--- src/rtl/oh_arb_pkg.sv ---
// Shared definitions for the oh_* packet arbiters: lock-state encoding and source IDs.
package oh_arb_pkg;

    typedef enum logic [1:0] {
        ST_IDLE   = 2'b00,
        ST_LOCK_A = 2'b01,
        ST_LOCK_B = 2'b10
    } arb_state_e;

    localparam logic SRC_A = 1'b0;
    localparam logic SRC_B = 1'b1;

endpackage

--- src/rtl/asic_ao22.sv ---
// Two-term and-or cell: z = (a0 & a1) | (b0 & b1).
module asic_ao22 #(
    parameter PROP = "DEFAULT"
) (
    input  logic a0,
    input  logic a1,
    input  logic b0,
    input  logic b1,
    output logic z
);

    // Non-default PROP values are bound to a specific library cell at mapping time;
    // the logic function is the same either way.
    if (PROP == "DEFAULT") begin : g_generic
        assign z = (a0 & a1) | (b0 & b1);
    end else begin : g_prop
        assign z = (a0 & a1) | (b0 & b1);
    end

endmodule

--- src/rtl/oh_rr_pick2.sv ---
// Two-way round-robin picker honouring a packet lock; produces a one-hot (or zero) grant.
module oh_rr_pick2
    import oh_arb_pkg::*;
(
    input  logic [1:0] req,
    input  logic       ptr,
    input  arb_state_e state,
    output logic [1:0] gnt
);

    always_comb begin
        gnt = 2'b00;
        case (state)
            ST_IDLE: begin
                if (req == 2'b11) begin
                    gnt = (ptr == SRC_B) ? 2'b10 : 2'b01;
                end else begin
                    gnt = req;
                end
            end
            // A lock grants its owner even while that stream has no valid beat.
            ST_LOCK_A: gnt = 2'b01;
            ST_LOCK_B: gnt = 2'b10;
            default:   gnt = 2'b00;
        endcase
    end

endmodule

--- src/rtl/oh_rrarb2_mux.sv ---
// Two-input packet arbiter merging two valid/ready streams into one registered output.
//
// state     | meaning
// ST_IDLE   | between packets, arbitrate round-robin on ptr
// ST_LOCK_A | inside an A packet, only A may advance
// ST_LOCK_B | inside a B packet, only B may advance
module oh_rrarb2_mux
    import oh_arb_pkg::*;
#(
    parameter int DW   = 32,
    parameter     PROP = "DEFAULT"
) (
    input  logic          clk,
    input  logic          reset,
    input  logic          a_valid,
    input  logic [DW-1:0] a_data,
    input  logic          a_last,
    output logic          a_ready,
    input  logic          b_valid,
    input  logic [DW-1:0] b_data,
    input  logic          b_last,
    output logic          b_ready,
    output logic          out_valid,
    output logic [DW-1:0] out_data,
    output logic          out_last,
    output logic          out_src,
    input  logic          out_ready
);

    arb_state_e    state_q, state_d;
    logic          ptr_q, ptr_d;
    logic          out_valid_q, out_valid_d;
    logic [DW-1:0] out_data_q, out_data_d;
    logic          out_last_q, out_last_d;
    logic          out_src_q, out_src_d;

    logic [1:0]    gnt;
    logic          adv;
    logic          acc_a;
    logic          acc_b;
    logic [DW:0]   a_bus;
    logic [DW:0]   b_bus;
    logic [DW:0]   mux_out;

    oh_rr_pick2 u_pick (
        .req   ({b_valid, a_valid}),
        .ptr   (ptr_q),
        .state (state_q),
        .gnt   (gnt)
    );

    assign adv     = ~out_valid_q | out_ready;
    assign a_ready = gnt[0] & adv & ~reset;
    assign b_ready = gnt[1] & adv & ~reset;
    assign acc_a   = a_valid & a_ready;
    assign acc_b   = b_valid & b_ready;

    // The last flag rides through the same and-or select as the payload.
    assign a_bus = {a_last, a_data};
    assign b_bus = {b_last, b_data};

    for (genvar i = 0; i <= DW; i++) begin : g_ao
        asic_ao22 #(.PROP(PROP)) u_ao (
            .a0 (gnt[0]),
            .a1 (a_bus[i]),
            .b0 (gnt[1]),
            .b1 (b_bus[i]),
            .z  (mux_out[i])
        );
    end

    always_comb begin
        state_d     = state_q;
        ptr_d       = ptr_q;
        out_valid_d = out_valid_q;
        out_data_d  = out_data_q;
        out_last_d  = out_last_q;
        out_src_d   = out_src_q;
        if (adv) begin
            if (acc_a | acc_b) begin
                out_valid_d = 1'b1;
                out_data_d  = mux_out[DW-1:0];
                out_last_d  = mux_out[DW];
                out_src_d   = acc_b ? SRC_B : SRC_A;
                if (mux_out[DW]) begin
                    state_d = ST_IDLE;
                    ptr_d   = acc_b ? SRC_A : SRC_B;
                end else begin
                    state_d = acc_b ? ST_LOCK_B : ST_LOCK_A;
                end
            end else begin
                out_valid_d = 1'b0;
            end
        end
    end

    always_ff @(posedge clk) begin
        if (reset) begin
            state_q     <= ST_IDLE;
            ptr_q       <= SRC_A;
            out_valid_q <= 1'b0;
            out_data_q  <= '0;
            out_last_q  <= 1'b0;
            out_src_q   <= SRC_A;
        end else begin
            state_q     <= state_d;
            ptr_q       <= ptr_d;
            out_valid_q <= out_valid_d;
            out_data_q  <= out_data_d;
            out_last_q  <= out_last_d;
            out_src_q   <= out_src_d;
        end
    end

    assign out_valid = out_valid_q;
    assign out_data  = out_data_q;
    assign out_last  = out_last_q;
    assign out_src   = out_src_q;

endmodule

--- config.mk ---
export PLATFORM = sky130hd
export DESIGN_NAME = oh_rrarb2_mux
export DESIGN_NICKNAME = d
export VERILOG_FILES = /design/src/rtl/oh_arb_pkg.sv /design/src/rtl/asic_ao22.sv /design/src/rtl/oh_rr_pick2.sv /design/src/rtl/oh_rrarb2_mux.sv
export SDC_FILE = /design/constraint.sdc
export NUM_CORES = 1
export LEC_CHECK = 0
export ABC_CLOCK_PERIOD_IN_PS = 2300
export BUFFER_PORTS_ARGS = -buffer_cell sky130_fd_sc_hd__buf_2
export CORE_MARGIN = 8
export CORE_UTILIZATION = 43
export DETAILED_ROUTE_END_ITERATION = 10
export GPL_TIMING_DRIVEN = 0
export PLACE_DENSITY_LB_ADDON = 0.12
export REMOVE_ABC_BUFFERS = 1
export SLEW_MARGIN = 20
export SYNTH_ARGS = -nofsm -noshare
export SYNTH_HDL_FRONTEND = slang
export SYNTH_SLANG_ARGS = --single-unit
--- constraint.sdc ---
create_clock -name clk -period 2.3 [get_ports clk]
set_input_delay 0.575 -clock clk [delete_from_list [all_inputs] [get_ports clk]]
set_output_delay 0.575 -clock clk [all_outputs]
set_load 0.02 [all_outputs]
==> Word-level counts from Yosys, hierarchy flattened <==
Index checks and enable logic that the tools add are counted.
{ "word_totals": {"regBits": 38, "in_bits": 71, "output_inout_bits": 37, "elab_cells": 129} }
{ "op_classes": {"eq_ne": 3, "n_mux": 8, "bitwise": 109, "n_reduce_logical": 3} }
{ "op_table": {"columns": ["op", "n"], "rows": [
  ["$and A1 B1 Y1", 72],
  ["$or A1 B1 Y1", 35],
  ["$mux W2", 4],
  ["$pmux W2 S3", 1],
  ["$eq A2 B2 Y1 const B", 2],
  ["$mux W1", 3],
  ["$reduce_and A3 Y1", 1],
  ["$eq A2 B1 Y1 const B", 1],
  ["$logic_not A2 Y1", 1],
  ["$not A1 Y1", 2],
  ["$reduce_and A2 Y1", 1]
]} }

==> Depth between registers and ports, before layout <==
{ "logic_depth": {"word_depth": 8, "depth_mapped": 5} }

==> Cells and area by module <==
Synthesis repeated with hierarchy kept, for this count alone.
{ "hier_totals": {"cells_unflattened": 209, "area_unflattened_um2": 2094.5} }
{ "modules_own_cells": {"columns": ["mod", "instances", "cells_per_inst", "area_per_inst_um2", "seq_area_each_um2"], "rows": [
  ["oh_rrarb2_mux", 1, 170, 1762.9, 760.7],
  ["asic_ao22", 33, 1, 8.8, 0.0],
  ["oh_rr_pick2", 1, 6, 42.5, 0.0]
]} }

==> Worst setup path before layout <==
OpenSTA, ideal clock, no wires.
{ "synth_timing": {"kind": "input port to output port", "start": "input a_valid", "end": "output a_ready", "arrival_ns": 1.731, "required_time_ns": 1.725, "setup_slack_ns": -0.006, "path_stages": 4, "path_buffers": 1, "cell_sequence": "a21bo_2 -> a21oi_1 -> buf_2 -> nor2b_1"} }
{ "synth_between": {"elab_chain_len": 5} }
{ "synth_lines": {"columns": ["element", "line", "source"], "rows": [
  ["start: declaration", "oh_rrarb2_mux.sv:15", "input logic a_valid,"],
  ["$eq A2 B2 Y1", "oh_rr_pick2.sv:15", "if (req == 2'b11) begin"],
  ["$mux W2 (*)", "oh_rr_pick2.sv:15", null],
  ["$pmux W2 S3 (*)", "oh_rr_pick2.sv:13", "case (state)"],
  ["$and A1 B1 Y1 (*) (2 in a row)", "oh_rrarb2_mux.sv:53", "assign a_ready = gnt[0] & adv & ~reset;"],
  ["end: declaration", "oh_rrarb2_mux.sv:18", "output logic a_ready,"]
]} }
Every way passes the cells marked *; elsewhere a longest branch is shown, timed or not.

==> Worst setup path after layout <==
{ "layout_timing": {"start": "input b_valid", "end": "output a_ready"} }
{ "layout_between": {"elab_chain_len": 5} }
{ "layout_lines": {"columns": ["element", "line", "source"], "rows": [
  ["start: declaration", "oh_rrarb2_mux.sv:19", "input logic b_valid,"],
  ["$eq A2 B2 Y1", "oh_rr_pick2.sv:15", null],
  ["$mux W2", "oh_rr_pick2.sv:15", null],
  ["$pmux W2 S3", "oh_rr_pick2.sv:13", null],
  ["$and A1 B1 Y1 (2 in a row)", "oh_rrarb2_mux.sv:53", null]
]} }
No other way between the ends.

==> results.yml <==
outcome:
  outcome: "complete, no violations"
critical_path:
  arrival_ns: 1.64
  worstSetupPathType: "in -> out"
  startpoint: "b_valid"
  crit_slowest_cell: "a21bo_2"
  rr_startpoint: "state_q[1]"
  endpoint: "a_ready"
  critPathMostFrequentCell: "buf_2"
  r2r_cells: 4
  worstPathMaxFanout: 20
  endpoint_kind: "output pin"
  ff2ff_setup_slack_ns: 0.38
  path_cells: "buf_2 > a21bo_2 > a21oi_4 > clkbuf_16 > nor2b_1 > buf_2"
  r2r-end: "state_q[0]"
  crit_required_ns: 1.73
  worst_setup_path_start_kind: "input pin"
  critPathMaxStageDelay_ns: 0.25
placement:
  hpwl_microns: 3876
  pre_cts_slack_ns: -0.5006
  gp_congestion: 0.7127
  placed_area_sq_mm: 0.002387
  port_buffers: 107
job:
  maxCapViolCount: 0
timing:
  worst_slew_pin_slew_ns: 0.8857
  max_freq_mhz: 450.6
  fin_ws_ns: 0.08098
  slew_headroom_pct: 40.95
  fin_crit_ns: 2.219
  finalHoldViolCount: 0
  slew_violations: 0
  setup_viol: 0
  hold_slack_ns: 0.4591
  rsz0062_at_grt: "no"
  finalCritPeriodShare_pct: 96.48
  skew_ns: 0.003031
global_route:
  grt_overflow: 0
  grt_pass1_vias: 1821
  antenna_found_initial: 0
  grt_max_degree: 38
  grt_usage_pct: 16.32
  grt_first_pass_wirelength_microns: 8418
route:
  post-route-drc-count: 0
  wl_microns: 5444
  ant_nets: 0
  viasPerCell: 5.395
  routedWlPerCell_microns: 16.15
  first_pass_iters: 4
  drt_iter0_markers: 114
  dr_total_vias: 1818
power:
  ir_drop_v: 0.0003578
  power_mw: 1.697
  p_leak_nw: 1.205
  powerDensity_mw_per_mm2: 676.0
cts:
  cts_tree: "built"
  numCtsBuffers: 5
  postCtsHoldBufs: 0
  cts.clk_slew.worst_paths_ns: 0.07
  clockBufferDepth: 2
  htreeDepth: 2
  cts_root_buf: "clkbuf_8"
  clock_latency_ns: 0.28
  numClockSinks: 38
logic_synthesis:
  synth_top_area_share_pct: 42.16
  yosysUniqueCellTypes: 28
  ys_seq_area_share_pct: 42.16
  syn_inst: 182
  syn_area_per_cell_sq_um: 9.913
  synth.area.top_cells: "dfxtp_1 (42%), a221oi_2 (24%), o21ai_0 (8.9%)"
  syn_area_sq_mm: 0.001804
  synth_area_leader_cell: "dfxtp_1"
  synth_seq_cells: 38
  synth_warnings: 0
final_layout:
  nNetsFinal: 357
  nFillCells: 377
  area_delta_synth_final_pct: 39.18
  final_cell_area_sq_mm: 0.002511
  layout-drive-gt1-share_pct: 54.36
  antenna_cells: 0
floorplan:
  die_x_microns: 80.78
  die_y_microns: 80.78
  io_pins: 108
  dieArea_sq_mm: 0.006525
  num_rows: 23
  coreArea_sq_mm: 0.004029
  start_util_pct: 44.78
worst_hold_path:
  min_from: "out_src"
  min_path_type: "reg -> reg"
## per-layer routing
metal,wire length [microns],vias to the layer above,global-route usage [%],part of all wire [%]
met5,0,-,0,0
met4,57,0,4.821,1.0
met3,572,6,6.954,11
met2,2577,75,27.83,47
met1,2236,835,18.08,41
li1,-,902,-,-
## power breakdown
group / internal, mW / switching (mW) / total, mW
clock network: 0.242 / 0.222 / 0.463
logic: 0.191 / 0.298 / 0.489
registers: 0.718 / 0.0273 / 0.745
total: 1.15 / 0.547 / 1.70
## layout by cell type, fill, tap and decap left out, types with 3 or more instances in the layout
cell type  synthesis  final
nor2b_1            4      4
a221oi_2          29     29
nand2_1            4      4
nor2_1            34     34
dfxtp_1           38     37
clkbuf_8           0      6
buf_2              6    107
o21ai_0           32     32
a21oi_1            6      5
a221oi_1           3      3
## sequential cells by signal (all words and copies together) (netlist names)
register and cells:
ptr_q 1, state_q 2, out_valid 1, out_src 1, out_last 1, out_data 32
## through the flow
stage	setup TNS (ns)	utilization, %	instances
floorplan	-29.12	-	167
global placement	-58.69	57.39	324
detailed placement	-15.39	59.25	326
CTS	0	62.21	336
global route	0	62.33	337
finish	0	62.33	337
## kinds of logic after synthesis
| family | count (synthesis) | synth area share (%) |
|---|---|---|
| buffers and inverters | 18 | 5.617 |
| and+or+nand+nor | 48 | 11.72 |
| DFF | 38 | 42.16 |
| AOI/OAI and AO/OA | 78 | 40.50 |
## worst min-delay path by stage
stage,slack [ns],to,depth (start not counted)
floorplan,0.44,state_q[0],2
CTS,0.46,out_src,2
detailed placement,0.45,out_src,2
finish,0.46,out_src,2
global route,0.48,out_src,2
global placement,0.44,out_src,2
## worst max-delay path: cells and delay by family
| family | cells | cell delay [ns] |
|---|---|---|
| AO/OA/AOI/OAI | 2 | 0.41 |
| buffers and inverters | 3 | 0.53 |
| AND/OR/NAND/NOR | 1 | 0.13 |
## what timing repair did
action	in CTS	in global routing
setup endpoints to repair	37	2
cloned	1	0
gates resized for setup	3	1
buffers inserted	1	1
pin swaps	1	0
## Yosys cell counts
| library cell | instances |
|---|---|
| a211o_1 | 1 |
| a211oi_1 | 1 |
| a21bo_2 | 1 |
| a21oi_1 | 6 |
| a221oi_1 | 3 |
| a221oi_2 | 29 |
| and2_1 | 1 |
| buf_1 | 1 |
| buf_2 | 6 |
| buf_4 | 1 |
| buf_6 | 3 |
| clkbuf_1 | 4 |
| clkinv_1 | 1 |
| dfxtp_1 | 38 |
| inv_1 | 2 |
| nand2_1 | 4 |
| nand2b_1 | 1 |
| nand3b_1 | 1 |
| nand4_1 | 2 |
| nor2_1 | 34 |
| nor2b_1 | 4 |
| o2111ai_1 | 1 |
| o211a_1 | 1 |
| o211a_2 | 1 |
| o211ai_2 | 1 |
| o21ai_0 | 32 |
| o221a_2 | 1 |
| or3b_4 | 1 |
## final cells by class
cell class | count | area, sq um | share of cell area [%]
Multi-Input combinational cell | 127 | 979.7 | 39.01
Sequential cell | 38 | 762.0 | 30.34
Tap cell | 50 | 62.56 | 2.491
Clock inverter | 1 | 5.005 | 0.1993
Clock buffer | 7 | 86.33 | 3.438
Timing Repair Buffer | 111 | 603.1 | 24.02
Inverter | 3 | 12.51 | 0.4983
Power figures use the tool's default switching activity.
